===== config.mk =====
export PLATFORM = sky130hd
export DESIGN_NAME = axi_gmem_rd_wr_responder
export DESIGN_NICKNAME = d
export VERILOG_FILES = /design/src/rtl/axi_gmem_rd_wr_responder.sv
export SDC_FILE = /design/constraint.sdc
export NUM_CORES = 1
export LEC_CHECK = 0
export CORE_MARGIN = 1.5
export CORE_UTILIZATION = 45
export DETAILED_ROUTE_END_ITERATION = 8
export MAX_ROUTING_LAYER = met4
export PLACE_DENSITY_LB_ADDON = 0.12
export SLEW_MARGIN = 20
export SYNTH_ARGS = -nofsm -noshare
export SYNTH_HDL_FRONTEND = slang
export SYNTH_SLANG_ARGS = --single-unit

===== constraint.sdc =====
create_clock -name ap_clk -period 5.3 [get_ports ap_clk]
set_input_delay 1.06 -clock ap_clk [delete_from_list [all_inputs] [get_ports ap_clk]]
set_output_delay 1.06 -clock ap_clk [all_outputs]
set_load 0.02 [all_outputs]

===== src/rtl/axi_gmem_rd_wr_responder.sv =====
// AXI4 memory-side responder for a kernel gmem master port.
// Queues read bursts and returns patterned data after a fixed latency, with
// optional idle gaps between beats. Sinks write bursts and answers each with
// a B response. The read and write paths share no state.
//
// Ports:
//   ap_clk, ap_reset                      clock, synchronous active-high reset
//   arvalid/arready/araddr/arid/arlen     read address channel
//   rvalid/rready/rdata/rid/rresp/rlast   read data channel
//   awvalid/awready/awid/awlen            write address channel
//   wvalid/wready/wlast                   write data channel (data is dropped)
//   bvalid/bready/bid/bresp               write response channel
//   rd_beats, wr_beats                    R / W handshakes since reset
//   wlast_err                             sticky: wlast disagreed with awlen
//
// Read engine states:
//   state  | meaning
//   R_IDLE | no burst active, pop the queue head when one is present
//   R_WAIT | latency timer counting down to the first beat
//   R_BEAT | rvalid high, beat held until rready
//   R_GAP  | inter-beat idle, rvalid low
//
// Write sink states:
//   state  | meaning
//   W_ADDR | awready high, waiting for a burst
//   W_DATA | wready high, sinking beats
//   W_RESP | bvalid high until bready
module axi_gmem_rd_wr_responder #(
  parameter int ADDR_WIDTH = 64,
  parameter int DATA_WIDTH = 32,
  parameter int ID_WIDTH   = 1,
  parameter int AR_DEPTH   = 4,
  parameter int LATENCY    = 8,
  parameter int BEAT_GAP   = 0,
  parameter int PATTERN    = 0
) (
  input  logic                  ap_clk,
  input  logic                  ap_reset,
  input  logic                  arvalid,
  output logic                  arready,
  input  logic [ADDR_WIDTH-1:0] araddr,
  input  logic [ID_WIDTH-1:0]   arid,
  input  logic [7:0]            arlen,
  output logic                  rvalid,
  input  logic                  rready,
  output logic [DATA_WIDTH-1:0] rdata,
  output logic [ID_WIDTH-1:0]   rid,
  output logic [1:0]            rresp,
  output logic                  rlast,
  input  logic                  awvalid,
  output logic                  awready,
  input  logic [ID_WIDTH-1:0]   awid,
  input  logic [7:0]            awlen,
  input  logic                  wvalid,
  output logic                  wready,
  input  logic                  wlast,
  output logic                  bvalid,
  input  logic                  bready,
  output logic [ID_WIDTH-1:0]   bid,
  output logic [1:0]            bresp,
  output logic [31:0]           rd_beats,
  output logic [31:0]           wr_beats,
  output logic                  wlast_err
);

  localparam int PW = $clog2(AR_DEPTH);
  localparam int BYTES = DATA_WIDTH / 8;
  // WAIT is entered one cycle after the AR handshake, and leaving WAIT takes
  // one more edge after terminal count, hence LATENCY-2.
  localparam logic [15:0] WAIT_LOAD = 16'(LATENCY - 2);
  localparam logic [15:0] GAP_LOAD  = (BEAT_GAP > 0) ? 16'(BEAT_GAP - 1) : 16'd0;

  // ---------------- AR queue ----------------
  logic [ADDR_WIDTH-1:0] q_addr [AR_DEPTH];
  logic [ID_WIDTH-1:0]   q_id   [AR_DEPTH];
  logic [7:0]            q_len  [AR_DEPTH];
  logic [PW-1:0]         wr_ptr, rd_ptr;
  logic [PW:0]           q_count, q_count_next;
  logic                  push, pop, q_empty;

  assign push    = arvalid && arready;
  assign q_empty = (q_count == '0);

  always_comb begin
    q_count_next = q_count;
    case ({push, pop})
      2'b10:   q_count_next = q_count + (PW+1)'(1);
      2'b01:   q_count_next = q_count - (PW+1)'(1);
      default: q_count_next = q_count;
    endcase
  end

  always_ff @(posedge ap_clk) begin
    if (push) begin
      q_addr[wr_ptr] <= araddr;
      q_id[wr_ptr]   <= arid;
      q_len[wr_ptr]  <= arlen;
    end
  end

  // arready is registered from the next occupancy, so a pop while full only
  // reopens the queue on the following cycle.
  always_ff @(posedge ap_clk) begin
    if (ap_reset) begin
      wr_ptr  <= '0;
      rd_ptr  <= '0;
      q_count <= '0;
      arready <= 1'b1;
    end else begin
      if (push) wr_ptr <= wr_ptr + PW'(1);
      if (pop)  rd_ptr <= rd_ptr + PW'(1);
      q_count <= q_count_next;
      arready <= (q_count_next != (PW+1)'(AR_DEPTH));
    end
  end

  // ---------------- Read engine ----------------
  typedef enum logic [1:0] {R_IDLE, R_WAIT, R_BEAT, R_GAP} rd_state_t;
  rd_state_t rd_state, rd_next;

  logic [15:0]           rd_cnt;
  logic [ADDR_WIDTH-1:0] cur_addr;
  logic [ID_WIDTH-1:0]   cur_id;
  logic [7:0]            cur_len, rd_beat;
  logic [DATA_WIDTH-1:0] pat_cnt;
  logic                  r_hs, last_beat;

  assign r_hs      = rvalid && rready;
  assign last_beat = (rd_beat == cur_len);

  always_comb begin
    rd_next = rd_state;
    pop     = 1'b0;
    rvalid  = 1'b0;
    rlast   = 1'b0;
    case (rd_state)
      R_IDLE: begin
        if (!q_empty) begin
          pop     = 1'b1;
          rd_next = R_WAIT;
        end
      end
      R_WAIT: if (rd_cnt == '0) rd_next = R_BEAT;
      R_BEAT: begin
        rvalid = 1'b1;
        rlast  = last_beat;
        if (rready) begin
          if (last_beat) begin
            if (!q_empty) begin
              pop     = 1'b1;
              rd_next = R_WAIT;
            end else begin
              rd_next = R_IDLE;
            end
          end else if (BEAT_GAP > 0) begin
            rd_next = R_GAP;
          end
        end
      end
      R_GAP:   if (rd_cnt == '0) rd_next = R_BEAT;
      default: rd_next = R_IDLE;
    endcase
  end

  always_ff @(posedge ap_clk) begin
    if (ap_reset) begin
      rd_state <= R_IDLE;
      rd_cnt   <= '0;
      cur_addr <= '0;
      cur_id   <= '0;
      cur_len  <= '0;
      rd_beat  <= '0;
      pat_cnt  <= '0;
      rd_beats <= '0;
    end else begin
      rd_state <= rd_next;
      if (r_hs) begin
        rd_beats <= rd_beats + 32'd1;
        pat_cnt  <= pat_cnt + DATA_WIDTH'(1);
        if (!last_beat) begin
          rd_beat  <= rd_beat + 8'd1;
          cur_addr <= cur_addr + ADDR_WIDTH'(BYTES);
          rd_cnt   <= GAP_LOAD;
        end
      end
      if (pop) begin
        cur_addr <= q_addr[rd_ptr];
        cur_id   <= q_id[rd_ptr];
        cur_len  <= q_len[rd_ptr];
        rd_beat  <= '0;
        rd_cnt   <= WAIT_LOAD;
      end else if ((rd_state == R_WAIT || rd_state == R_GAP) && rd_cnt != '0) begin
        rd_cnt <= rd_cnt - 16'd1;
      end
    end
  end

  assign rdata = (PATTERN != 0) ? pat_cnt : DATA_WIDTH'(cur_addr);
  assign rid   = cur_id;
  assign rresp = 2'b00;

  // ---------------- Write sink ----------------
  typedef enum logic [1:0] {W_ADDR, W_DATA, W_RESP} wr_state_t;
  wr_state_t wr_state, wr_next;

  logic [7:0] aw_len, wr_beat;
  logic       at_last;

  assign at_last = (wr_beat == aw_len);

  always_comb begin
    wr_next = wr_state;
    awready = 1'b0;
    wready  = 1'b0;
    bvalid  = 1'b0;
    case (wr_state)
      W_ADDR: begin
        awready = 1'b1;
        if (awvalid) wr_next = W_DATA;
      end
      W_DATA: begin
        wready = 1'b1;
        if (wvalid && (wlast || at_last)) wr_next = W_RESP;
      end
      W_RESP: begin
        bvalid = 1'b1;
        if (bready) wr_next = W_ADDR;
      end
      default: wr_next = W_ADDR;
    endcase
  end

  always_ff @(posedge ap_clk) begin
    if (ap_reset) begin
      wr_state  <= W_ADDR;
      aw_len    <= '0;
      wr_beat   <= '0;
      bid       <= '0;
      wr_beats  <= '0;
      wlast_err <= 1'b0;
    end else begin
      wr_state <= wr_next;
      if (awvalid && awready) begin
        bid     <= awid;
        aw_len  <= awlen;
        wr_beat <= '0;
      end
      if (wvalid && wready) begin
        wr_beats <= wr_beats + 32'd1;
        wr_beat  <= wr_beat + 8'd1;
        if (wlast != at_last) wlast_err <= 1'b1;
      end
    end
  end

  assign bresp = 2'b00;

endmodule


==> results of run 1 <==
[area by class of cell]
class	instances	area, um2
timing repair buffer	175	1720
inverter	30	113
multi-input combinational	738	5320
tap	396	495
sequential	325	8150
clock buffer	53	1020
fill	2598	13500
antenna	1	2.50
clock inverter	15	168
[logic make-up (layout without fill, tap and decap cells)]
logic type / Yosys count / count (layout) / share of synthesized area [%]
buffers and inverters: 94 / 273 / 2.86
muxes: 49 / 49 / 7.32
other: 1 / 5 / 0.0271
AOI/OAI and AO/OA: 160 / 160 / 7.88
adders and majority gates: 13 / 13 / 1.23
DFF: 325 / 325 / 58.9
xor gates and xnor gates: 94 / 94 / 6.01
and+or+nand+nor: 418 / 418 / 15.8
[layer usage]
| layer | wire length, um | track usage (%) | up-vias | part of all wire (%) |
|---|---|---|---|---|
| met5 | 0 | - | - | 0 |
| met4 | 778 | 6.63 | 0 | 2.6 |
| met3 | 1610 | 3.77 | 56 | 5.3 |
| met2 | 14000 | 31.3 | 206 | 46 |
| met1 | 14100 | 26.5 | 4603 | 46 |
| li1 | - | - | 4596 | - |
[stage by stage]
stage	hold WS [ps]	worst slack [ps]
after floorplan	443	2230
after global placement	443	1390
after detailed placement	452	1370
after CTS	462	1620
after global routing	480	1540
final	459	1630
[worst min path at each step]
stage | startpoint | end | slack [ps] | depth (start not counted)
6_report | bid | bid | 460 | 2
5_1_grt | aw_len[3] | aw_len[3] | 480 | 2
4_1_cts | rid | rid | 460 | 2
3_5_place_dp | bid | bid | 450 | 2
3_3_place_gp | cur_addr[0] | cur_addr[0] | 440 | 2
2_1_floorplan | cur_len[7] | cur_len[7] | 440 | 2
[flip-flops by register name, summed over array words and instances, names as in the netlist, named ones only]
| name | flops |
|---|---|
| arready | 1 |
| aw_len | 8 |
| bid | 1 |
| cur_addr | 32 |
| cur_len | 8 |
| q_addr | 128 |
| q_count | 3 |
| q_id | 4 |
| q_len | 32 |
| rd_beat | 8 |
| rd_beats | 32 |
| rd_cnt | 16 |
| rd_ptr | 2 |
| rd_state | 2 |
| rid | 1 |
| wlast_err | 1 |
| wr_beat | 8 |
| wr_beats | 32 |
| wr_ptr | 2 |
| wr_state | 2 |
[worst max-delay path: stages (launching register included)]
cell and delay, ps:
dfxtp_1 340, xor2_1 190, nor4_4 270, buf_4 400, and3_1 220, clkdlybuf4s50_1 660
[cells in the mapped netlist, types with 4 or more instances]
cell type / count / area, um2
edfxtp_1: 164 / 4920
a211oi_1: 25 / 188
or4_1: 12 / 90.1
xor2_1: 33 / 289
a22oi_1: 4 / 30.0
o211ai_1: 4 / 30.0
dfxtp_1: 161 / 3220
o21ai_0: 16 / 80.1
and4_1: 12 / 105
nor3_1: 24 / 120
ha_1: 12 / 150
or3_1: 24 / 150
nor2_1: 112 / 420
mux4_2: 41 / 923
nor4_1: 19 / 119
clkbuf_1: 39 / 146
nand2_1: 98 / 368
o31ai_1: 7 / 52.6
nand2b_1: 4 / 25.0
a311oi_1: 7 / 61.3
a21oi_1: 66 / 330
inv_1: 29 / 109
xnor2_1: 60 / 526
and3_1: 12 / 75.1
mux2_2: 6 / 67.6
nand3_1: 39 / 195
buf_4: 5 / 37.5
a2111oi_2: 10 / 150
buf_2: 19 / 95.1
nor2b_1: 5 / 31.3
and2_1: 6 / 37.5
nand4_1: 27 / 169
[power by group through the flow]
stage	registers (mW)	logic [mW]	clock network (mW)
final	3.29	2.38	2.50
after global routing	3.34	2.61	2.66
after CTS	3.30	2.42	2.57
after detailed placement	3.35	2.41	0
after global placement	3.34	2.38	0
after floorplan	3.36	1.58	0
==> reports/results.tsv, run 1 <==
metric	value	unit
status	completed	
grt_pass1_wl	48.8	mm
tightest_slew	1000	ps
start_util	45.5	%
clock_skew	16.8	ps
hold_violations	0	
rsz0062_at_grt	no	
fmaxAchievable	272	MHz
clkLatencyLatePin	520	ps
p_int	5.46	mW
power.density	481	mW/mm2
synth_area	0.0138	mm2
hold_class	reg -> reg	
io_pins	199	
ys_types	70	
ys_seq_area_share	58.9	%
core-area	0.0304	mm2
dieArea	0.0318	mm2
cp.required	4240	ps
grt_usage	20.1	%
r2r_cells	12	
critPathKind	reg -> out	
synthFlopType	edfxtp_1	
synth_seq_cells	325	
layout_commonest_cell	edfxtp_1	
r2r-start	rd_beat[4]	
cts_buffer_depth	3	
cts_root_buf	clkbuf_16	
grt_pass1_vias	9300	
wl_per_cell	17.6	um
seqPwrFrac	40.3	%
fin_util	55.8	%
dp_hpwl	19.1	mm
postSynthAreaPerCell	12.0	um2
die_w	178	um
layout.nets	1410	
clk_pin_slew	60	ps
cts_hold_buf	0	
drc	0	
layout_common_cells	164 x edfxtp_1, 161 x clkdlybuf4s50_1, 160 x dfxtp_1	
gp_congestion	0.789	
ir_worst_vdd	0.348	mV
cts_buffers	37	
area_growth	22.8	%
p_sw	2.71	mW
drive_gt1_share	10.9	%
max_cap_violations	0	
fin_cells	1733	
worst_r2r_endpoint	arready	
syn_inst	1154	
worstPathArrival	2610	ps
grt_max_degree	82	
critPathLaunchType	register	
fp-row-count	64	
cts_resized	0	
endpoint	rlast	
dr.pass1.iters	7	
dp_cells	1664	
tritoncts	built	
postCtsSetupBuffers	0	
yosys_warnings	0	
antenna_found_initial	1	
p_leak	5.53	nW
die_h	178	um
ant_nets	0	
clockPowerShare	30.6	%
fin_tns_setup	0	ps
crit_path_start	rd_beat[4]	
final_max_slew_viol_count	0	
swShare	33.2	%
path_max_fanout	25	
io_buffers	162	
power	8.17	mW
viasPerCell	5.46	
end_kind	output pin	
max_slew_margin	33.2	%
synth_edf_count	164	
wirelength	30.4	mm
setup_viol	0	
vias	9461	
drt_iter0_markers	614	
ys_async_sr_fraction	0	%
min_period	3670	ps
stdcell_area	0.0170	mm2
regToRegSetupSlack	2160	ps
clock-sinks	325	
htree_levels	2	
timing.final.crit_share	69.3	%
grt_overflow	0	
post_dp_cell_area	0.0158	mm2
comb_power_share	29.1	%
No activity file was read; power rests on OpenSTA's default activity.
==> run 2: changes to the inputs <==
==> constraint.sdc (replaced) <==
create_clock -name ap_clk -period 3.2 [get_ports ap_clk]
set_input_delay 0.64 -clock ap_clk [delete_from_list [all_inputs] [get_ports ap_clk]]
set_output_delay 0.64 -clock ap_clk [all_outputs]
set_load 0.02 [all_outputs]
==> run 2 against run 1 <==
  * Final cell count increased by 0.69%
  * First-iteration DRC count decreased by 8.0%
  * Clock skew decreased by 3.5 ps
  * Non-clock buffer count increased by 15
  * Via count decreased by 0.24%
  * Worst setup slack got worse by 1500 ps
  * Highest routed layer unchanged
  * Global-route usage decreased by 0.087 points
  * Total power increased by 66%
  * Largest power group unchanged
  * Largest cell class unchanged
==> reports/results.tsv, run 2 (same netlist as run 1, synthesis figures left out) <==
metric	value	unit
worstPathArrival	2420	ps
ir_worst_vdd	0.621	mV
timing.final.crit_share	95.7	%
cp.required	2560	ps
power	13.5	mW
htree_levels	2	
wl_met1	13.5	mm
fillCellCount	2593	
fmaxAchievable	326	MHz
hold_class	reg -> reg	
p_leak	5.61	nW
path_max_fanout	6	
wirelength	30.3	mm
die_h	178	um
layout_commonest_cell	edfxtp_1	
antennaDiodeCount	0	
wl_met2	14.4	mm
grt_pass1_vias	9187	
dr.pass1.iters	5	
worst_r2r_endpoint	arready	
io_pins	199	
regToRegSetupSlack	520	ps
dieArea	0.0318	mm2
clkLatencyLatePin	520	ps
wl_per_cell	17.4	um
setup_viol	0	
ant_nets	0	
dr.max_layer_used	met4	
grt_usage	20.0	%
antenna_found_initial	0	
max_flop_register	q_addr	
grt_overflow	0	
status	completed	
drt_iter0_markers	565	
postCtsSetupBuffers	0	
max_slew_margin	43.7	%
largest_register_ffs	128	
cts_buffers	36	
area_growth	23.9	%
cts_root_buf	clkbuf_16	
max_cap_violations	0	
die_w	178	um
critPathKind	reg -> out	
clock_skew	13.2	ps
clock-sinks	325	
final_max_slew_viol_count	0	
rsz0062_at_grt	no	
power.density	791	mW/mm2
layout_common_cells	164 x edfxtp_1, 161 x clkdlybuf4s50_1, 160 x dfxtp_1	
dp_hpwl	19.5	mm
grt_pass1_wl	48.7	mm
critPathLaunchType	register	
min_period	3060	ps
tightest_slew	844	ps
grt_max_degree	79	
viasPerCell	5.41	
clk_pin_slew	60	ps
drc	0	
crit_path_start	rd_beat[0]	
fp-row-count	64	
min_from	bid	
hold_violations	0	
io_buffers	162	
worstHoldEndpoint	bid	
vias	9438	
r2r-start	rd_beat[0]	
layout.nets	1424	
gp_congestion	0.793	
drive_gt1_share	11.9	%
cts_hold_buf	0	
wl_met3	1.69	mm
r2r_cells	11	
cts_resized	0	
end_kind	output pin	
start_util	45.5	%
cts_buffer_depth	3	
core-area	0.0304	mm2
tritoncts	built	
fin_tns_setup	0	ps
whs_path_depth	2	
## run 2: cell types whose count changed in the layout (fill, tap and decap cells not counted), sizes merged
cell | previous run | this run
clkinv | 9 | 18
clkbuf | 53 | 46
bufinv | 3 | 2
diode | 1 | 0
inv | 33 | 30
buf | 14 | 29
## run 2: per-layer routing
metal  track usage [%]  vias to the layer above
met5                 -                        -
met4              5.90                        0
met3              3.94                       47
met2              32.0                      220
met1              25.8                     4557
li1                  -                     4614
## run 2: worst max-delay path by stage
stage	endpoint	slack, ps
4_1_cts	rlast	110
2_1_floorplan	arready	400
3_3_place_gp	arready	40
3_5_place_dp	arready	-4
6_report	rlast	140
5_1_grt	rlast	40
## run 2: layout make-up
cell class	instances	area [um2]	area share, %
tap	396	495	2.89
inverter	30	113	0.657
clock buffer	46	1000	5.84
clock inverter	20	150	0.876
sequential	325	8150	47.6
timing repair buffer	190	1900	11.1
multi-input combinational	738	5320	31.0
## run 2: worst max-delay path, stage by stage, from the launching register on
cell and delay, ps:
dfxtp_1 510, xor2_2 130, nor4_4 360, and3_1 230
clkdlybuf4s50_1 680
## run 2: per-stage QoR
stage,hold WS [ps],cells,utilization (%),worst slack [ps],area (um2)
detailed placement,450,1679,52.5,-3.86,16000
CTS,461,1745,56.3,114,17100
finish,459,1745,56.3,137,17100
global route,478,1745,56.3,42.8,17100
floorplan,443,1157,-,396,13800
global placement,445,1679,52.5,42.5,16000
## run 2: power by group
group	internal [mW]	switching, mW
clock	2.37	1.62
sequential	4.98	0.525
combinational	1.73	2.32
total	9.09	4.46
